[src/rtl/dma_pkg.sv]
// ---------------------------------------------------------------------------
// dma_pkg
// Shared definitions for the 8237A-style DMA transfer sequencer:
//   - dma_state_e : sequencer states (SI idle, S0 hold request, S1..S4 transfer
//                   cycle, SW wait state inserted between S3 and S4)
//   - transfer-mode codes (chanMode[7:6]) and transfer-type codes
//     (chanMode[3:2])
//   - svc_ends()  : decides at S4 whether the current service is finished
// ---------------------------------------------------------------------------
package dma_pkg;

  typedef enum logic [2:0] {
    SI = 3'd0,
    S0 = 3'd1,
    S1 = 3'd2,
    S2 = 3'd3,
    S3 = 3'd4,
    SW = 3'd5,
    S4 = 3'd6
  } dma_state_e;

  // Transfer mode, chanMode[7:6]
  localparam logic [1:0] DEMAND  = 2'b00;
  localparam logic [1:0] SINGLE  = 2'b01;
  localparam logic [1:0] BLOCK   = 2'b10;
  localparam logic [1:0] CASCADE = 2'b11;

  // Transfer type, chanMode[3:2]
  localparam logic [1:0] VERIFY = 2'b00;
  localparam logic [1:0] WRITE  = 2'b01;  // I/O -> memory
  localparam logic [1:0] READ   = 2'b10;  // memory -> I/O

  // End-of-service decision taken in S4.
  //   end_cond   : terminal count or external EOP seen during this transfer
  //   req_active : DREQ of the serviced channel is still asserted
  function automatic logic svc_ends(input logic [1:0] mode,
                                    input logic       end_cond,
                                    input logic       req_active);
    logic result;
    case (mode)
      SINGLE:  result = 1'b1;
      BLOCK:   result = end_cond;
      DEMAND:  result = end_cond | ~req_active;
      default: result = 1'b1;
    endcase
    return result;
  endfunction

endpackage

[src/rtl/dma_timing_ctrl_if.sv]
// ---------------------------------------------------------------------------
// dma_timing_ctrl_if
// Bundles every handshake / bus signal of the DMA transfer sequencer.
//   Inputs to the sequencer : grantValid, grantCh, chanReq, chanMode, HLDA,
//                             READY, EOP_N_IN, tcIn
//   Outputs of the sequencer: HRQ, AEN, ADSTB, dackOneHot, MEMR_N, MEMW_N,
//                             IOR_N, IOW_N, EOP_N_OUT, decCount, activeCh,
//                             svcDone
// Modports:
//   master : the sequencer itself
//   slave  : the surrounding logic (priority block, count block, bus pins)
// ---------------------------------------------------------------------------
interface dma_timing_ctrl_if;

  logic       grantValid;
  logic [1:0] grantCh;
  logic [3:0] chanReq;
  logic [7:0] chanMode;
  logic       HLDA;
  logic       READY;
  logic       EOP_N_IN;
  logic       tcIn;

  logic       HRQ;
  logic       AEN;
  logic       ADSTB;
  logic [3:0] dackOneHot;
  logic       MEMR_N;
  logic       MEMW_N;
  logic       IOR_N;
  logic       IOW_N;
  logic       EOP_N_OUT;
  logic       decCount;
  logic [1:0] activeCh;
  logic       svcDone;

  modport master (
    input  grantValid, grantCh, chanReq, chanMode, HLDA, READY, EOP_N_IN, tcIn,
    output HRQ, AEN, ADSTB, dackOneHot, MEMR_N, MEMW_N, IOR_N, IOW_N,
           EOP_N_OUT, decCount, activeCh, svcDone
  );

  modport slave (
    output grantValid, grantCh, chanReq, chanMode, HLDA, READY, EOP_N_IN, tcIn,
    input  HRQ, AEN, ADSTB, dackOneHot, MEMR_N, MEMW_N, IOR_N, IOW_N,
           EOP_N_OUT, decCount, activeCh, svcDone
  );

endinterface

[src/rtl/dma_strobe_gen.sv]
// ---------------------------------------------------------------------------
// dma_strobe_gen
// Purely combinational decode of the sequencer state and transfer type into
// the four active-low bus strobes.
//   state_i     : current sequencer state
//   xfer_type_i : transfer type (VERIFY / WRITE / READ)
//   memr_n_o, memw_n_o, ior_n_o, iow_n_o : active-low bus strobes
// The read strobe covers S2, S3 and any wait states. The write strobe covers
// S3 and wait states, and additionally S2 when EXT_WRITE = 1. Verify
// transfers (and the reserved type code) never drive a strobe.
// ---------------------------------------------------------------------------
module dma_strobe_gen
  import dma_pkg::*;
#(
  parameter bit EXT_WRITE = 1'b0
) (
  input  dma_state_e state_i,
  input  logic [1:0] xfer_type_i,
  output logic       memr_n_o,
  output logic       memw_n_o,
  output logic       ior_n_o,
  output logic       iow_n_o
);

  logic rd_phase;
  logic wr_phase;

  assign rd_phase = (state_i == S2) || (state_i == S3) || (state_i == SW);
  assign wr_phase = (state_i == S3) || (state_i == SW) ||
                    (EXT_WRITE && (state_i == S2));

  // Write-to-memory reads the I/O device and writes memory;
  // read-from-memory reads memory and writes the I/O device.
  assign ior_n_o  = ~((xfer_type_i == WRITE) && rd_phase);
  assign memw_n_o = ~((xfer_type_i == WRITE) && wr_phase);
  assign memr_n_o = ~((xfer_type_i == READ)  && rd_phase);
  assign iow_n_o  = ~((xfer_type_i == READ)  && wr_phase);

endmodule

[src/rtl/dma_timing_ctrl.sv]
// ---------------------------------------------------------------------------
// dma_timing_ctrl
// Transfer sequencer of the 8237A-style DMA controller. Takes the winning
// channel from the priority block, runs the HRQ/HLDA handshake, steps through
// the S0..S4 transfer timing (with SW wait states while READY is low), and
// produces DACK, AEN, ADSTB, the bus strobes, the count-decrement pulse and
// the end-of-service pulse.
// Ports:
//   CLK   : system clock
//   RESET : synchronous, active-high reset
//   bus   : dma_timing_ctrl_if.master, all handshake / bus signals
// Outputs are decoded from the registered state; decCount, svcDone and
// EOP_N_OUT additionally look at the current-cycle inputs of S4 (or S1 for
// cascade), so they line up with the cycle in which the decision is made.
// ---------------------------------------------------------------------------
module dma_timing_ctrl
  import dma_pkg::*;
#(
  parameter int NUM_CH    = 4,
  parameter bit EXT_WRITE = 1'b0
) (
  input  logic                      CLK,
  input  logic                      RESET,
  dma_timing_ctrl_if.master         bus
);

  dma_state_e state_q, state_d;
  logic [1:0] ch_q, ch_d;
  logic [1:0] mode_q, mode_d;        // transfer mode of the serviced channel
  logic [1:0] type_q, type_d;        // transfer type of the serviced channel
  logic       first_q, first_d;      // next S1 is the first of this service
  logic       eop_seen_q, eop_seen_d;

  logic       req_active;
  logic       is_cascade;
  logic       in_xfer;
  logic       eop_now;
  logic       end_cond;
  logic       svc_end;
  logic       cascade_end;

  // Autoinit / direction bits are consumed by the register block.
  logic       unused_mode_bits;
  assign unused_mode_bits = ^{bus.chanMode[5:4], bus.chanMode[1:0]};

  assign req_active = bus.chanReq[ch_q];
  assign is_cascade = (mode_q == CASCADE);
  assign in_xfer    = (state_q == S1) || (state_q == S2) || (state_q == S3) ||
                      (state_q == SW) || (state_q == S4);

  // External EOP counts only while a transfer is on the bus (S2..S4).
  assign eop_now  = ~bus.EOP_N_IN &&
                    ((state_q == S2) || (state_q == S3) ||
                     (state_q == SW) || (state_q == S4));
  assign end_cond = bus.tcIn | eop_seen_q | eop_now;
  assign svc_end  = svc_ends(mode_q, end_cond, req_active);
  assign cascade_end = (state_q == S1) && is_cascade && ~req_active;

  // -------------------------------------------------------------------------
  // Next-state logic
  // -------------------------------------------------------------------------
  always_comb begin
    state_d    = state_q;
    ch_d       = ch_q;
    mode_d     = mode_q;
    type_d     = type_q;
    first_d    = first_q;
    eop_seen_d = eop_seen_q;

    case (state_q)
      SI: begin
        if (bus.grantValid) begin
          ch_d       = bus.grantCh;
          mode_d     = bus.chanMode[7:6];
          type_d     = bus.chanMode[3:2];
          first_d    = 1'b1;
          eop_seen_d = 1'b0;
          state_d    = S0;
        end
      end

      S0: begin
        // HLDA wins over a simultaneous request drop: the bus is ours.
        if (bus.HLDA) begin
          state_d = S1;
        end else if (!req_active) begin
          state_d = SI;
        end
      end

      S1: begin
        if (is_cascade) begin
          // The slave controller owns the bus; we only hold DACK.
          if (!req_active) begin
            state_d = SI;
          end
        end else begin
          first_d = 1'b0;
          state_d = S2;
        end
      end

      S2: begin
        eop_seen_d = eop_seen_q | eop_now;
        state_d    = S3;
      end

      S3: begin
        eop_seen_d = eop_seen_q | eop_now;
        state_d    = bus.READY ? S4 : SW;
      end

      SW: begin
        eop_seen_d = eop_seen_q | eop_now;
        if (bus.READY) begin
          state_d = S4;
        end
      end

      S4: begin
        eop_seen_d = 1'b0;
        state_d    = svc_end ? SI : S1;
      end

      default: begin
        state_d = SI;
      end
    endcase
  end

  always_ff @(posedge CLK) begin
    if (RESET) begin
      state_q    <= SI;
      ch_q       <= 2'd0;
      mode_q     <= DEMAND;
      type_q     <= VERIFY;
      first_q    <= 1'b0;
      eop_seen_q <= 1'b0;
    end else begin
      state_q    <= state_d;
      ch_q       <= ch_d;
      mode_q     <= mode_d;
      type_q     <= type_d;
      first_q    <= first_d;
      eop_seen_q <= eop_seen_d;
    end
  end

  // -------------------------------------------------------------------------
  // Output decode
  // -------------------------------------------------------------------------
  assign bus.HRQ      = (state_q != SI);
  assign bus.AEN      = in_xfer && !is_cascade;
  assign bus.ADSTB    = (state_q == S1) && first_q && !is_cascade;
  assign bus.activeCh = ch_q;

  // Pulses are suppressed in a reset cycle so an aborted transfer never
  // updates the counters or clears a request.
  assign bus.decCount  = (state_q == S4) && !RESET;
  assign bus.svcDone   = !RESET && (((state_q == S4) && svc_end) || cascade_end);
  assign bus.EOP_N_OUT = ~((state_q == S4) && bus.tcIn);

  generate
    for (genvar gi = 0; gi < NUM_CH; gi++) begin : g_dack
      assign bus.dackOneHot[gi] = in_xfer && (ch_q == 2'(gi));
    end
  endgenerate

  dma_strobe_gen #(
    .EXT_WRITE (EXT_WRITE)
  ) u_strobe_gen (
    .state_i     (is_cascade ? SI : state_q),
    .xfer_type_i (type_q),
    .memr_n_o    (bus.MEMR_N),
    .memw_n_o    (bus.MEMW_N),
    .ior_n_o     (bus.IOR_N),
    .iow_n_o     (bus.IOW_N)
  );

endmodule

[src/flat_wrapper.sv]
// flat-port wrapper written by rule: the top's interface ports become plain ports
module dma_timing_ctrl_flat import dma_pkg::*;
#(
  parameter int NUM_CH    = 4,
  parameter bit EXT_WRITE = 1'b0
)
  (CLK, RESET, bus_grantValid, bus_grantCh, bus_chanReq, bus_chanMode, bus_HLDA, bus_READY, bus_EOP_N_IN, bus_tcIn, bus_HRQ, bus_AEN, bus_ADSTB, bus_dackOneHot, bus_MEMR_N, bus_MEMW_N, bus_IOR_N, bus_IOW_N, bus_EOP_N_OUT, bus_decCount, bus_activeCh, bus_svcDone);
  dma_timing_ctrl_if bus_i ();
  input  logic CLK;
  input  logic RESET;
  input wire logic [$bits(bus_i.grantValid)-1:0] bus_grantValid;
  input wire logic [$bits(bus_i.grantCh)-1:0] bus_grantCh;
  input wire logic [$bits(bus_i.chanReq)-1:0] bus_chanReq;
  input wire logic [$bits(bus_i.chanMode)-1:0] bus_chanMode;
  input wire logic [$bits(bus_i.HLDA)-1:0] bus_HLDA;
  input wire logic [$bits(bus_i.READY)-1:0] bus_READY;
  input wire logic [$bits(bus_i.EOP_N_IN)-1:0] bus_EOP_N_IN;
  input wire logic [$bits(bus_i.tcIn)-1:0] bus_tcIn;
  output wire logic [$bits(bus_i.HRQ)-1:0] bus_HRQ;
  output wire logic [$bits(bus_i.AEN)-1:0] bus_AEN;
  output wire logic [$bits(bus_i.ADSTB)-1:0] bus_ADSTB;
  output wire logic [$bits(bus_i.dackOneHot)-1:0] bus_dackOneHot;
  output wire logic [$bits(bus_i.MEMR_N)-1:0] bus_MEMR_N;
  output wire logic [$bits(bus_i.MEMW_N)-1:0] bus_MEMW_N;
  output wire logic [$bits(bus_i.IOR_N)-1:0] bus_IOR_N;
  output wire logic [$bits(bus_i.IOW_N)-1:0] bus_IOW_N;
  output wire logic [$bits(bus_i.EOP_N_OUT)-1:0] bus_EOP_N_OUT;
  output wire logic [$bits(bus_i.decCount)-1:0] bus_decCount;
  output wire logic [$bits(bus_i.activeCh)-1:0] bus_activeCh;
  output wire logic [$bits(bus_i.svcDone)-1:0] bus_svcDone;
  assign bus_i.grantValid = bus_grantValid;
  assign bus_i.grantCh = bus_grantCh;
  assign bus_i.chanReq = bus_chanReq;
  assign bus_i.chanMode = bus_chanMode;
  assign bus_i.HLDA = bus_HLDA;
  assign bus_i.READY = bus_READY;
  assign bus_i.EOP_N_IN = bus_EOP_N_IN;
  assign bus_i.tcIn = bus_tcIn;
  assign bus_HRQ = bus_i.HRQ;
  assign bus_AEN = bus_i.AEN;
  assign bus_ADSTB = bus_i.ADSTB;
  assign bus_dackOneHot = bus_i.dackOneHot;
  assign bus_MEMR_N = bus_i.MEMR_N;
  assign bus_MEMW_N = bus_i.MEMW_N;
  assign bus_IOR_N = bus_i.IOR_N;
  assign bus_IOW_N = bus_i.IOW_N;
  assign bus_EOP_N_OUT = bus_i.EOP_N_OUT;
  assign bus_decCount = bus_i.decCount;
  assign bus_activeCh = bus_i.activeCh;
  assign bus_svcDone = bus_i.svcDone;
  dma_timing_ctrl #(.NUM_CH(NUM_CH), .EXT_WRITE(EXT_WRITE)) u_core (.CLK(CLK), .RESET(RESET), .bus(bus_i));
endmodule
[config.mk]
export PLATFORM = sky130hd
export DESIGN_NAME = dma_timing_ctrl_flat
export DESIGN_NICKNAME = d
export VERILOG_FILES = /design/src/rtl/dma_pkg.sv /design/src/rtl/dma_timing_ctrl_if.sv /design/src/rtl/dma_strobe_gen.sv /design/src/rtl/dma_timing_ctrl.sv /design/src/flat_wrapper.sv
export SDC_FILE = /design/constraint.sdc
export NUM_CORES = 1
export LEC_CHECK = 0
export ABC_CLOCK_PERIOD_IN_PS = 1700
export CELL_PAD_IN_SITES_DETAIL_PLACEMENT = 1
export CELL_PAD_IN_SITES_GLOBAL_PLACEMENT = 1
export CORE_AREA = 5 5 64 55
export CTS_CLUSTER_DIAMETER = 40
export DETAILED_ROUTE_END_ITERATION = 16
export DIE_AREA = 0 0 69 60
export HOLD_SLACK_MARGIN = 0.05
export PLACE_DENSITY = 0.73
export SLEW_MARGIN = 20
export SYNTH_ARGS = -nofsm -noshare
export SYNTH_HDL_FRONTEND = slang
export SYNTH_SLANG_ARGS = --single-unit
[constraint.sdc]
create_clock -name CLK -period 1.7 [get_ports CLK]
set_input_delay 0.17 -clock CLK [delete_from_list [all_inputs] [get_ports CLK]]
set_output_delay 0.17 -clock CLK [all_outputs]
set_load 0.03 [all_outputs]
* Word-level counts from Yosys, hierarchy flattened *
Cells that the tools add are included.

storage, ports and cells
  register bits = 11
  input port bits = 21
  output and inout port bits = 16
  word-level logic and storage cells = 96

cells by class
  order comparisons = 1
  equal/unequal tests = 19
  mux-type cells = 17
  bitwise gates (word level) = 11
  reductions and logical operators = 42

operators with widths
  kind                  number
  $pmux W3 S7           1
  $logic_and A1 B1 Y1   18
  $mux W3               6
  $eq A3 B3 Y1 const B  5
  $logic_or A1 B1 Y1    11
  $eq A2 B2 Y1 const B  5
  $eq A3 B2 Y1 const B  3
  $not A1 Y1            7
  $ne A2 B2 Y1 const B  3
  $reduce_and A2 Y1     3
  $reduce_bool A3 Y1    2
  $eq A2 B1 Y1 const B  2
  $logic_not A2 Y1      2
  $mux W1               4
  $mux W2               2
  $or A1 B1 Y1          4
  $pmux W1 S2           2
  $eq A3 B1 Y1 const B  1
  $logic_not A3 Y1      1
  $lt A2 B3 Y1 const B  1
  $pmux W1 S3           1
  $reduce_and A3 Y1     1
  $reduce_or A3 Y1      1
  $bmux W1 S2           1
  other kinds (2)       3

* Longest topological paths before layout *
Gate-level depths: netlist of run 1.

  depth in word-level cells = 11
  gate-level depth with buffers = 5
  gate-level depth less buffers = 4

* Hierarchy *
A second synthesis of run 1 with hierarchy kept.

second synthesis, totals
  cell total of the unflattened synthesis = 92
  area, all modules = 715.7 um2

by module, submodules not included
  module           times used  cells each  area an instance (um2)  sequential area each (um2)
  dma_timing_ctrl  1           84          668.1                   220.2
  dma_strobe_gen   1           8           47.5                    0.0

* Worst setup path before layout of run 1 *
OpenSTA, ideal clock, no wires.

  path type = flip-flop to output port
  from = register u_core.ch_q[0] (netlist: u_core.bus.activeCh[0])
  to = output port bus_svcDone
  data arrival time = 2.248 ns
  required time = 1.530 ns
  path slack = -0.718 ns
  stages on the path, launching flop included = 3
  buffers on the path = 0
  cell sequence = dfxtp_1 > mux4_2 > o41ai_1

on the way
  longest elaborated chain between the ends = 8
  elaborated cells between the ends (all ways) = 9
  classes of those cells = mux: 3; bitwise: 2; reduce/logical: 4

ends and longest elaborated chain
  what                             RTL line                              text
  from (decl)                      dma_timing_ctrl.sv:28                 logic [1:0] ch_q, ch_d;
  from (signal assigned)           dma_timing_ctrl.sv:141                ch_q <= ch_d;
  $bmux W1 S2 *                    dma_timing_ctrl.sv:46                 assign req_active = bus.chanReq[ch_q];
  $mux W1 (not written as such) *  dma_timing_ctrl.sv:46
  $not A1 Y1 *                     dma_pkg.sv:43, dma_timing_ctrl.sv:57
  $or A1 B1 Y1                     dma_pkg.sv:43                         DEMAND: result = end_cond | ~req_active;
  $pmux W1 S2                      dma_pkg.sv:40                         case (mode)
  $logic_and A1 B1 Y1              dma_timing_ctrl.sv:160                assign bus.svcDone = !RESET && (((state_q == S4) && svc_end) || cascade_end);
  $logic_or A1 B1 Y1 *             dma_timing_ctrl.sv:160
  $logic_and A1 B1 Y1 *            dma_timing_ctrl.sv:160
  to (decl)                        flat_wrapper.sv:30                    output wire logic [$bits(bus_i.svcDone)-1:0] bus_svcDone;

Every way passes the cells marked *; elsewhere a longest branch is shown, timed or not. The select of a mux whose other input is x is not followed.

* Worst setup path in the final report of run 1 *
  from = register u_core.state_q[0]
  to = output port bus_svcDone

on the way
  longest elaborated chain between the ends = 11
  elaborated cells between the ends (all ways) = 17
  classes of those cells = eq/ne: 5; mux: 1; bitwise: 2; reduce/logical: 9

ends and longest elaborated chain
  what                                          RTL line                text
  from (decl)                                   dma_timing_ctrl.sv:27   dma_state_e state_q, state_d;
  from (signal assigned)                        dma_timing_ctrl.sv:140  state_q <= state_d;
  $eq A3 B2 Y1 or $eq A3 B3 Y1 (tied branches)  dma_timing_ctrl.sv:53   ((state_q == S2) || (state_q == S3) ||
  $logic_or A1 B1 Y1 (2 in series)              dma_timing_ctrl.sv:53
  $logic_or A1 B1 Y1                            dma_timing_ctrl.sv:54   (state_q == SW) || (state_q == S4));
  $logic_and A1 B1 Y1                           dma_timing_ctrl.sv:52   assign eop_now = ~bus.EOP_N_IN &&
  $or A1 B1 Y1                                  dma_timing_ctrl.sv:55   assign end_cond = bus.tcIn | eop_seen_q | eop_now;
  $or A1 B1 Y1                                  dma_pkg.sv:43
  $pmux W1 S2                                   dma_pkg.sv:40
  $logic_and A1 B1 Y1                           dma_timing_ctrl.sv:160
  $logic_or A1 B1 Y1 *                          dma_timing_ctrl.sv:160
  $logic_and A1 B1 Y1 *                         dma_timing_ctrl.sv:160

Every way passes the cells marked *; elsewhere a longest branch is shown, timed or not.

==> run summary, run 1 <==
Post-route DRC -> 0
Launch point of the critical path -> u_core.state_q[0]
Number of hold-repair buffers added at the cts stage -> 0
Gp weighted congestion -> 0.742
Per-cell via count in the routed design -> 4.80
Reg-to-reg endpoint -> u_core.mode_q[1]
Placed cell count -> 164
Leading cell types by total area after synthesis -> sky130_fd_sc_hd__dfxtp_1 32%, sky130_fd_sc_hd__mux2i_1 8.6%, sky130_fd_sc_hd__nor2_1 7.6%
End of the critical path -> bus_svcDone
Final setup viols -> 1
Full die area -> 4140 um^2
Run status -> complete, but fails checks
Share of Yosys cell area claimed by the top area cell type -> 31.7%
Worst Reg2Reg Path Length in Cells -> 6
Source of the worst register-to-register timing path -> u_core.state_q[1]
Port bufs -> 32
Drt first pass iters -> 3
Syn-to-layout area delta -> 80.0%
Critical path capture point type -> output port
Number of antenna violations at the first check in global routing -> 0
Cts bufs inserted -> 3
Global route total overflow -> 0
Core area -> 2880 um^2
IO Count -> 37
Total number of nets in the final design -> 154
Total number of H-tree levels -> 1
Die Width -> 69 um
Hold violation count in the final report -> 0
Cell area after placement -> 1100 um^2
Largest fanout on the critical path -> 9
Number of DRC markers after the initial detailed-route iteration -> 25
Fin crit period -> 1750 ps
First-pass GRT wire length -> 4.41 mm
Power density over cell area -> 653 nW/um^2
Data required time of the critical path -> 1530 ps
Area of all placed cells without fillers -> 1250 um^2
Count of clock tree sinks -> 11
Sum of negative setup slack -> -45.1 ps
Arithmetic-cell share of the synthesized area counting full adders, half adders and majority gates -> 0%
Post-synthesis share of cell area spent on xor and xnor gates -> 0%
Final setup skew -> 3.26 ps
Wire length per cell after detailed routing -> 15.4 um
Root Buffer Master -> sky130_fd_sc_hd__clkbuf_4
Count of warnings emitted by yosys -> 0
Std cell rows -> 18
Complex-gate fraction of the synthesized area -> 20.0%
Most numerous cell in the Yosys netlist -> sky130_fd_sc_hd__nor2_1
Cells after Synth -> 89
Violated checks -> negative setup slack
Pin slew with the least headroom to its limit -> 425 ps
Post-Synthesis Cell Area -> 694 um^2
HPWL after detailed placement -> 1.84 mm
Cell types with the highest counts after synthesis -> 14 x sky130_fd_sc_hd__nor2_1, 11 x sky130_fd_sc_hd__dfxtp_1, 8 x sky130_fd_sc_hd__a21oi_1, 8 x sky130_fd_sc_hd__nand2_1, 6 x sky130_fd_sc_hd__mux2i_1
Relative max-transition margin -> 71.3%
Max-capacitance violation count -> 0
Number of max-slew violations in the final report -> 0
TritonCTS clock tree -> yes
Synthesized flop and latch total -> 11
Pin count of the biggest net entering global routing -> 10
Post-DRT Antenna Nets -> 0
Post-layout instance count excluding filler cells -> 172
Number of enable flip-flop cells after synthesis -> 0
Type of the worst setup path -> reg -> out
Leakage component of the power -> 0.530 nW
Number of global-route vias before repair -> 941
Final cycle utilization of the critical path -> 103%
Number of antenna cells inserted -> 0
Part of the Yosys area used for sequential elements -> 31.7%
Area fraction in and, or, nand and nor cells after synthesis -> 29.5%
Reg2Reg Setup Slack -> 80 ps
Main combinational cell family by area after synthesis -> simple AND/OR/NAND/NOR gates
Starting density of the core -> 24.1%
Distinct cells, synth -> 28
Class of the tightest hold or removal check -> reg -> reg
Worst hold slack -> 526 ps
Post-Syn Nets -> 110
Post-detailed-routing wire length -> 2.64 mm
Maximum operating frequency -> 573 MHz
Proportion of layout cells with a drive suffix above 1 -> 36.4%
Most used flip-flop cell after synthesis -> sky130_fd_sc_hd__dfxtp_1
Fraction of synthesized area in multiplexers -> 11.9%
RSZ-0062 raised after global routing -> yes
Synth async-reset ratio -> 0%
Mean cell area of the mapped netlist -> 7.80 um^2
Startpoint type of the worst setup path -> flip-flop
Clock-pin slew reported for the worst setup and hold paths after clock tree synthesis -> 70 ps
Insertion delay to the later sink of the worst-skew pair -> 270 ps
Final Total Pwr -> 0.816 mW
Die outline height -> 60 um
Cell taking the most area after synthesis -> sky130_fd_sc_hd__dfxtp_1
Worst Slack Setup Final -> -45.1 ps
Number of buffers on the longest clock path -> 2
GRT Resource Usage Total -> 13.6%
DR vias -> 826
Highest ir drop seen on vdd -> 204 uV
Worst Path Arrival -> 1580 ps
==> state kept, by name, indices dropped and copies added (netlist names) <==
signal,flops
u_core.type_q,2
u_core.first_q,1
u_core.state_q,3
u_core.eop_seen_q,1
u_core.bus.activeCh,2
u_core.mode_q,2
==> routing by layer <==
metal | part of all wire (%) | global-route usage (%) | wire length, um
met3 | 4.2 | 5.04 | 110
met4 | 2.1 | 5.01 | 55
met1 | 42 | 14.8 | 1120
met2 | 51 | 24.5 | 1350
met5 | 0 | 0 | 0
==> critical path, cell delays in order (launching register included) <==
cell                       delay (ps)
sky130_fd_sc_hd__dfxtp_1          340
sky130_fd_sc_hd__buf_6            150
sky130_fd_sc_hd__nand2b_4         160
sky130_fd_sc_hd__nor3_4           200
sky130_fd_sc_hd__o41ai_2           90
sky130_fd_sc_hd__buf_4            150
sky130_fd_sc_hd__o41ai_4           50
sky130_fd_sc_hd__buf_6            180
==> cells in the final DEF, fill, tap and decap left out, types with 2 or more instances in the layout <==
cell                              Yosys  layout
sky130_fd_sc_hd__clkdlybuf4s50_1      0      17
sky130_fd_sc_hd__buf_4                0      16
sky130_fd_sc_hd__nor2_1              14      13
sky130_fd_sc_hd__nand2_1              8       8
sky130_fd_sc_hd__a21oi_1              8       7
sky130_fd_sc_hd__mux2i_1              6       6
sky130_fd_sc_hd__buf_6                1       6
sky130_fd_sc_hd__dfxtp_1             11       6
sky130_fd_sc_hd__dlygate4sd2_1        0       4
sky130_fd_sc_hd__dfxtp_2              0       4
sky130_fd_sc_hd__nand3_1              3       3
sky130_fd_sc_hd__clkbuf_4             0       3
sky130_fd_sc_hd__inv_4                0       2
sky130_fd_sc_hd__o21a_1               2       2
sky130_fd_sc_hd__inv_1                4       2
sky130_fd_sc_hd__nor3_1               3       2
sky130_fd_sc_hd__nor3b_2              0       2
sky130_fd_sc_hd__nor2b_1              2       2
sky130_fd_sc_hd__o21ai_0              2       2
sky130_fd_sc_hd__nor4_1               2       2
==> through the flow <==
stage | util [%] | setup WS [ps]
after global placement | 38.2 | -60.8
final | 43.4 | -45.1
after floorplan | - | 36.2
after detailed placement | 38.2 | -62.9
after CTS | 41.2 | -77.1
after global routing | 43.4 | -141
==> kinds of logic (layout without fill, tap and decap cells) <==
logic type             after synthesis  after routing
AND/OR/NAND/NOR                     41             41
buffers and inverters               10             53
multiplexers                         7              7
flip-flops                          11             11
AO/OA/AOI/OAI                       20             20
==> power breakdown <==
| part | internal [mW] | switching [mW] | leakage (nW) | total [mW] |
|---|---|---|---|---|
| Sequential | 0.282 | 0.0320 | 0.0927 | 0.314 |
| Combinational | 0.159 | 0.164 | 0.423 | 0.323 |
| Clock | 0.0909 | 0.0886 | 0.0150 | 0.179 |
==> worst min-delay path by stage <==
stage | start | endpoint | cells past startpoint
2_1_floorplan | RESET | u_core.state_q[0] | 1
6_report | u_core.type_q[0] | u_core.type_q[0] | 2
3_3_place_gp | u_core.first_q | u_core.first_q | 2
4_1_cts | bus_grantCh[1] | u_core.bus.activeCh[1] | 3
5_1_grt | bus_chanMode[6] | u_core.mode_q[0] | 3
3_5_place_dp | u_core.first_q | u_core.first_q | 2
==> timing repair <==
item / 4_1_cts / 5_1_grt
pin swaps: 1 / 2
resized for setup: 22 / 14
endpoints found under the setup margin: 11 / 14
cloned: 0 / 0
setup buffers: 2 / 2
==> cell type report <==
type | instances | area (um^2)
Inverter | 4 | 20.0
Fill cell | 374 | 1630
Multi-Input combinational cell | 68 | 514
Clock buffer | 4 | 26.3
Sequential cell | 11 | 229
Timing Repair Buffer | 45 | 410
Tap cell | 40 | 50.0
(Power assumes the default switching activity.)
==> run 2: changes to the inputs <==
--- a/config.mk
+++ b/config.mk
@@ -8,13 +8,14 @@
 export ABC_CLOCK_PERIOD_IN_PS = 1700
 export CELL_PAD_IN_SITES_DETAIL_PLACEMENT = 1
 export CELL_PAD_IN_SITES_GLOBAL_PLACEMENT = 1
-export CORE_AREA = 5 5 64 55
+export CORE_AREA = 5 5 65 55
 export CTS_CLUSTER_DIAMETER = 40
 export DETAILED_ROUTE_END_ITERATION = 16
-export DIE_AREA = 0 0 69 60
+export DIE_AREA = 0 0 70 60
 export HOLD_SLACK_MARGIN = 0.05
 export PLACE_DENSITY = 0.73
 export SLEW_MARGIN = 20
 export SYNTH_ARGS = -nofsm -noshare
 export SYNTH_HDL_FRONTEND = slang
+export SYNTH_HIERARCHICAL = 1
 export SYNTH_SLANG_ARGS = --single-unit
==> run 2 against run 1 <==
  * The flow still finishes with violations (negative setup slack)
  * Flip-flop and latch count is the same
  * Final area down 1.6%
  * Setup slack worse by 260 ps
  * Global-route usage decreased by 0.96 points
  * Combinational power is 3% lower
  * Synthesized cell count is 3.4% higher
  * Non-clock buffer count unchanged
  * Sequential share of layout area grew 0.60 points
  * Die area increased by 1.4%
  * Core utilization shrank 1.4 points
  * Clock power barely moved
  * Largest cell class unchanged
  * Highest routed layer is now met3
==> run summary, run 2 <==
Max-capacitance violation count -> 0 (unchanged)
Worst Reg2Reg Path Length in Cells -> 5 (-1)
Clock-pin slew reported for the worst setup and hold paths after clock tree synthesis -> 80 ps (about the same)
TritonCTS clock tree -> yes
Placed cell count -> 172 (+4.9%)
Launch point of the critical path -> u_core/bus.activeCh[0]
Total number of H-tree levels -> 1 (unchanged)
Slowest-stage cell, CP -> sky130_fd_sc_hd__mux4_2
Area of all placed cells without fillers -> 1230 um^2 (-1.6%)
Number of enable flip-flop cells after synthesis -> 0 (unchanged)
Post-route DRC -> 0 (unchanged)
Post-detailed-routing wire length -> 2.61 mm (-1.2%)
Synthesized flop and latch total -> 11 (unchanged)
Number of DRC markers after the initial detailed-route iteration -> 22 (-12%)
Post-Syn Nets -> 113 (+2.7%)
Cell types with the highest counts after synthesis -> 19 x sky130_fd_sc_hd__nor2_1, 11 x sky130_fd_sc_hd__dfxtp_1, 11 x sky130_fd_sc_hd__nand2_1
Drt first pass iters -> 4 (+1)
Pin count of the biggest net entering global routing -> 13 (+3)
DR vias -> 852 (+3.1%)
Die outline height -> 60 um (unchanged)
Highest ir drop seen on vdd -> 334 uV (+63%)
Core utilization of the finished layout -> 42.0% (-1.4 points)
Largest fanout on the critical path -> 2 (-7)
Worst Path Arrival -> 1840 ps (+260 ps)
Wire length per cell after detailed routing -> 14.8 um (-4.0%)
Post-DRT Antenna Nets -> 0 (unchanged)
Arithmetic-cell share of the synthesized area counting full adders, half adders and majority gates -> 0% (unchanged)
Maximum operating frequency -> 498 MHz (-13%)
Worst hold slack -> 521 ps (-5.04 ps)
Top library cells by usage in the layout, fill and taps aside -> 23 x sky130_fd_sc_hd__buf_4, 17 x sky130_fd_sc_hd__clkdlybuf4s50_1, 17 x sky130_fd_sc_hd__nor2_1, 10 x sky130_fd_sc_hd__nand2_1, 6 x sky130_fd_sc_hd__mux2i_1
Share of Yosys cell area claimed by the top area cell type -> 30.8% (-0.94 points)
Top register by number of flip-flops -> u_core/state_q
Cell chain of the critical path -> mux4_2 > or4_4 > o21ai_4 > buf_6
Proportion of layout cells with a drive suffix above 1 -> 35.0% (-1.3 points)
Core area -> 2930 um^2 (+1.6%)
GRT Resource Usage Total -> 12.6% (-0.96 points)
Final Total Pwr -> 0.807 mW (-1.1%)
Source of the worst register-to-register timing path -> u_core/bus.activeCh[0]
Syn-to-layout area delta -> 71.9%
Number of antenna violations at the first check in global routing -> 0 (unchanged)
Post-layout instance count excluding filler cells -> 177 (+2.9%)
Std cell rows -> 18 (unchanged)
Total number of nets in the final design -> 159 (+3.2%)
RSZ-0062 raised after global routing -> yes
Final setup skew -> 6.47 ps (+3.21 ps)
Cell taking the most area after synthesis -> sky130_fd_sc_hd__dfxtp_1
Port bufs -> 32 (unchanged)
Final setup viols -> 1 (unchanged)
Main combinational cell family by area after synthesis -> simple AND/OR/NAND/NOR gates
Hold violation count in the final report -> 0 (unchanged)
Number of flip-flops in the largest register -> 3 (unchanged)
Cells after Synth -> 92 (+3.4%)
Most numerous cell in the Yosys netlist -> sky130_fd_sc_hd__nor2_1
Power density over cell area -> 656 nW/um^2 (+0.53%)
Post-Synthesis Cell Area -> 716 um^2 (+3.1%)
Fin crit period -> 2010 ps (+262 ps)
Data required time of the critical path -> 1530 ps (about the same)
Area fraction in and, or, nand and nor cells after synthesis -> 38.5% (+8.9 points)
Global route total overflow -> 0 (unchanged)
Relative max-transition margin -> 68.3% (-2.9 points)
Type of the worst setup path -> reg -> out
Class of the tightest hold or removal check -> in -> reg
Number of antenna cells inserted -> 0 (unchanged)
Distinct cells, synth -> 36 (+29%)
End of the critical path -> bus_svcDone
Most common cell after layout, fill and taps aside -> sky130_fd_sc_hd__buf_4
Cell area after placement -> 1150 um^2 (+4.4%)
Root Buffer Master -> sky130_fd_sc_hd__clkbuf_4
Final cycle utilization of the critical path -> 118% (+15 points)
Startpoint type of the worst setup path -> flip-flop
Worst Slack Setup Final -> -308 ps (-262 ps)
Multi-input combinational cell area -> 513 um^2 (-0.24%)
Reg-to-reg endpoint -> u_core/state_q[1]
Slowest cell delay on critical path -> 530 ps (+190 ps)
Count of warnings emitted by yosys -> 6 (+6)
Leading cell types by total area after synthesis -> sky130_fd_sc_hd__dfxtp_1 31%, sky130_fd_sc_hd__nor2_1 10%, sky130_fd_sc_hd__mux2i_1 8.4%
IO Count -> 37 (unchanged)
Part of the Yosys area used for sequential elements -> 30.8% (-0.94 points)
Count of clock tree sinks -> 11 (unchanged)
Starting density of the core -> 24.4% (+0.36 points)
First-pass GRT wire length -> 4.17 mm (-5.3%)
Die Width -> 70 um (+1.4%)
Filler Cells Inserted -> 383 (+2.4%)
Violated checks -> negative setup slack
Number of global-route vias before repair -> 949 (+0.85%)
Synth async-reset ratio -> 0% (unchanged)
Run status -> complete, but fails checks
Gp weighted congestion -> 0.763 (+2.8%)
Pin slew with the least headroom to its limit -> 471 ps (+45.5 ps)
Number of buffers on the longest clock path -> 2 (unchanged)
Critical path capture point type -> output port
Fraction of synthesized area in multiplexers -> 13.1% (+1.2 points)
Per-cell via count in the routed design -> 4.81 (+0.23%)
Complex-gate fraction of the synthesized area -> 14.0% (-6.0 points)
Cts bufs inserted -> 3 (unchanged)
Leakage component of the power -> 0.534 nW (+0.72%)
Reg2Reg Setup Slack -> 120 ps (+40 ps)
Full die area -> 4200 um^2 (+1.4%)
HPWL after detailed placement -> 2.10 mm (+14%)
Area taken by flip-flops and latches -> 233 um^2 (+1.6%)
Most used flip-flop cell after synthesis -> sky130_fd_sc_hd__dfxtp_1
Mean cell area of the mapped netlist -> 7.78 um^2 (-0.30%)
Number of max-slew violations in the final report -> 0 (unchanged)
Insertion delay to the later sink of the worst-skew pair -> 270 ps (about the same)
Post-synthesis share of cell area spent on xor and xnor gates -> 0% (unchanged)
-- run 2: changes by cell type after synthesis, moves of 3 or more --
cell and change:
sky130_fd_sc_hd__nand3_1 -3, sky130_fd_sc_hd__nor3_1 -3, sky130_fd_sc_hd__and2_1 +3, sky130_fd_sc_hd__nor2_1 +5, sky130_fd_sc_hd__a21oi_1 -6, sky130_fd_sc_hd__nand2_1 +3
sky130_fd_sc_hd__o41ai_1 -3
-- run 2: layout make-up --
cell class,instances,area share (%)
multi-input cells,75,41.7
clock buffers,4,2.14
well taps,40,4.07
flip-flops and latches,11,18.9
repair buffers,45,32.6
inverters,2,0.610
-- run 2: logic make-up after synthesis --
group / after synthesis
buf+inv: 6
compound gates: 15
simple gates: 52
mux: 8
flops: 11
-- run 2: worst min-delay path by stage --
| stage | end | cells after the start | from |
|---|---|---|---|
| floorplan | u_core/bus.activeCh[0] | 2 | bus_grantCh[0] |
| global placement | u_core/first_q | 2 | u_core/first_q |
| detailed placement | u_core/type_q[1] | 2 | u_core/type_q[1] |
| CTS | u_core/bus.activeCh[0] | 3 | bus_grantCh[0] |
| global route | u_core/mode_q[0] | 3 | bus_chanMode[6] |
| finish | u_core/bus.activeCh[0] | 3 | bus_grantCh[0] |
-- run 2: metrics by stage --
stage,setup WS (ps),TNS (ps)
finish,-308,-308
global route,-392,-442
CTS,-273,-279
detailed placement,-206,-288
global placement,-167,-186
floorplan,-77.0,-77.0
-- run 2: layer usage --
layer  vias up  wire [um]  GRT usage, %  part of all wire, %
met5         -          0             0                    0
met4         0          0          3.28                    0
met3         0        177          5.04                  6.8
met2        29       1350          24.0                   52
met1       408       1080          13.1                   41
li1        415          -             -                    -
-- run 2: repair_timing --
action                     in CTS  in global routing
cloned                          0                  0
resized for setup              13                  7
setup buffers                   1                  0
setup endpoints to repair      10                  9
hold buffers                    0                  0
pin swaps                       1                  0
-- run 2: worst max-delay path, delay by kind of cell, from the launching register on --
family | cells | cell delay (ps)
AO/OA/AOI/OAI | 1 | 90
flip-flops | 1 | 340
AND/OR/NAND/NOR | 1 | 450
multiplexers | 1 | 530
buffers and inverters | 1 | 150
-- run 2: report_power, final --
part	internal (mW)	switching, mW
combinational	0.165	0.149
sequential	0.282	0.0311
clock	0.0907	0.0891
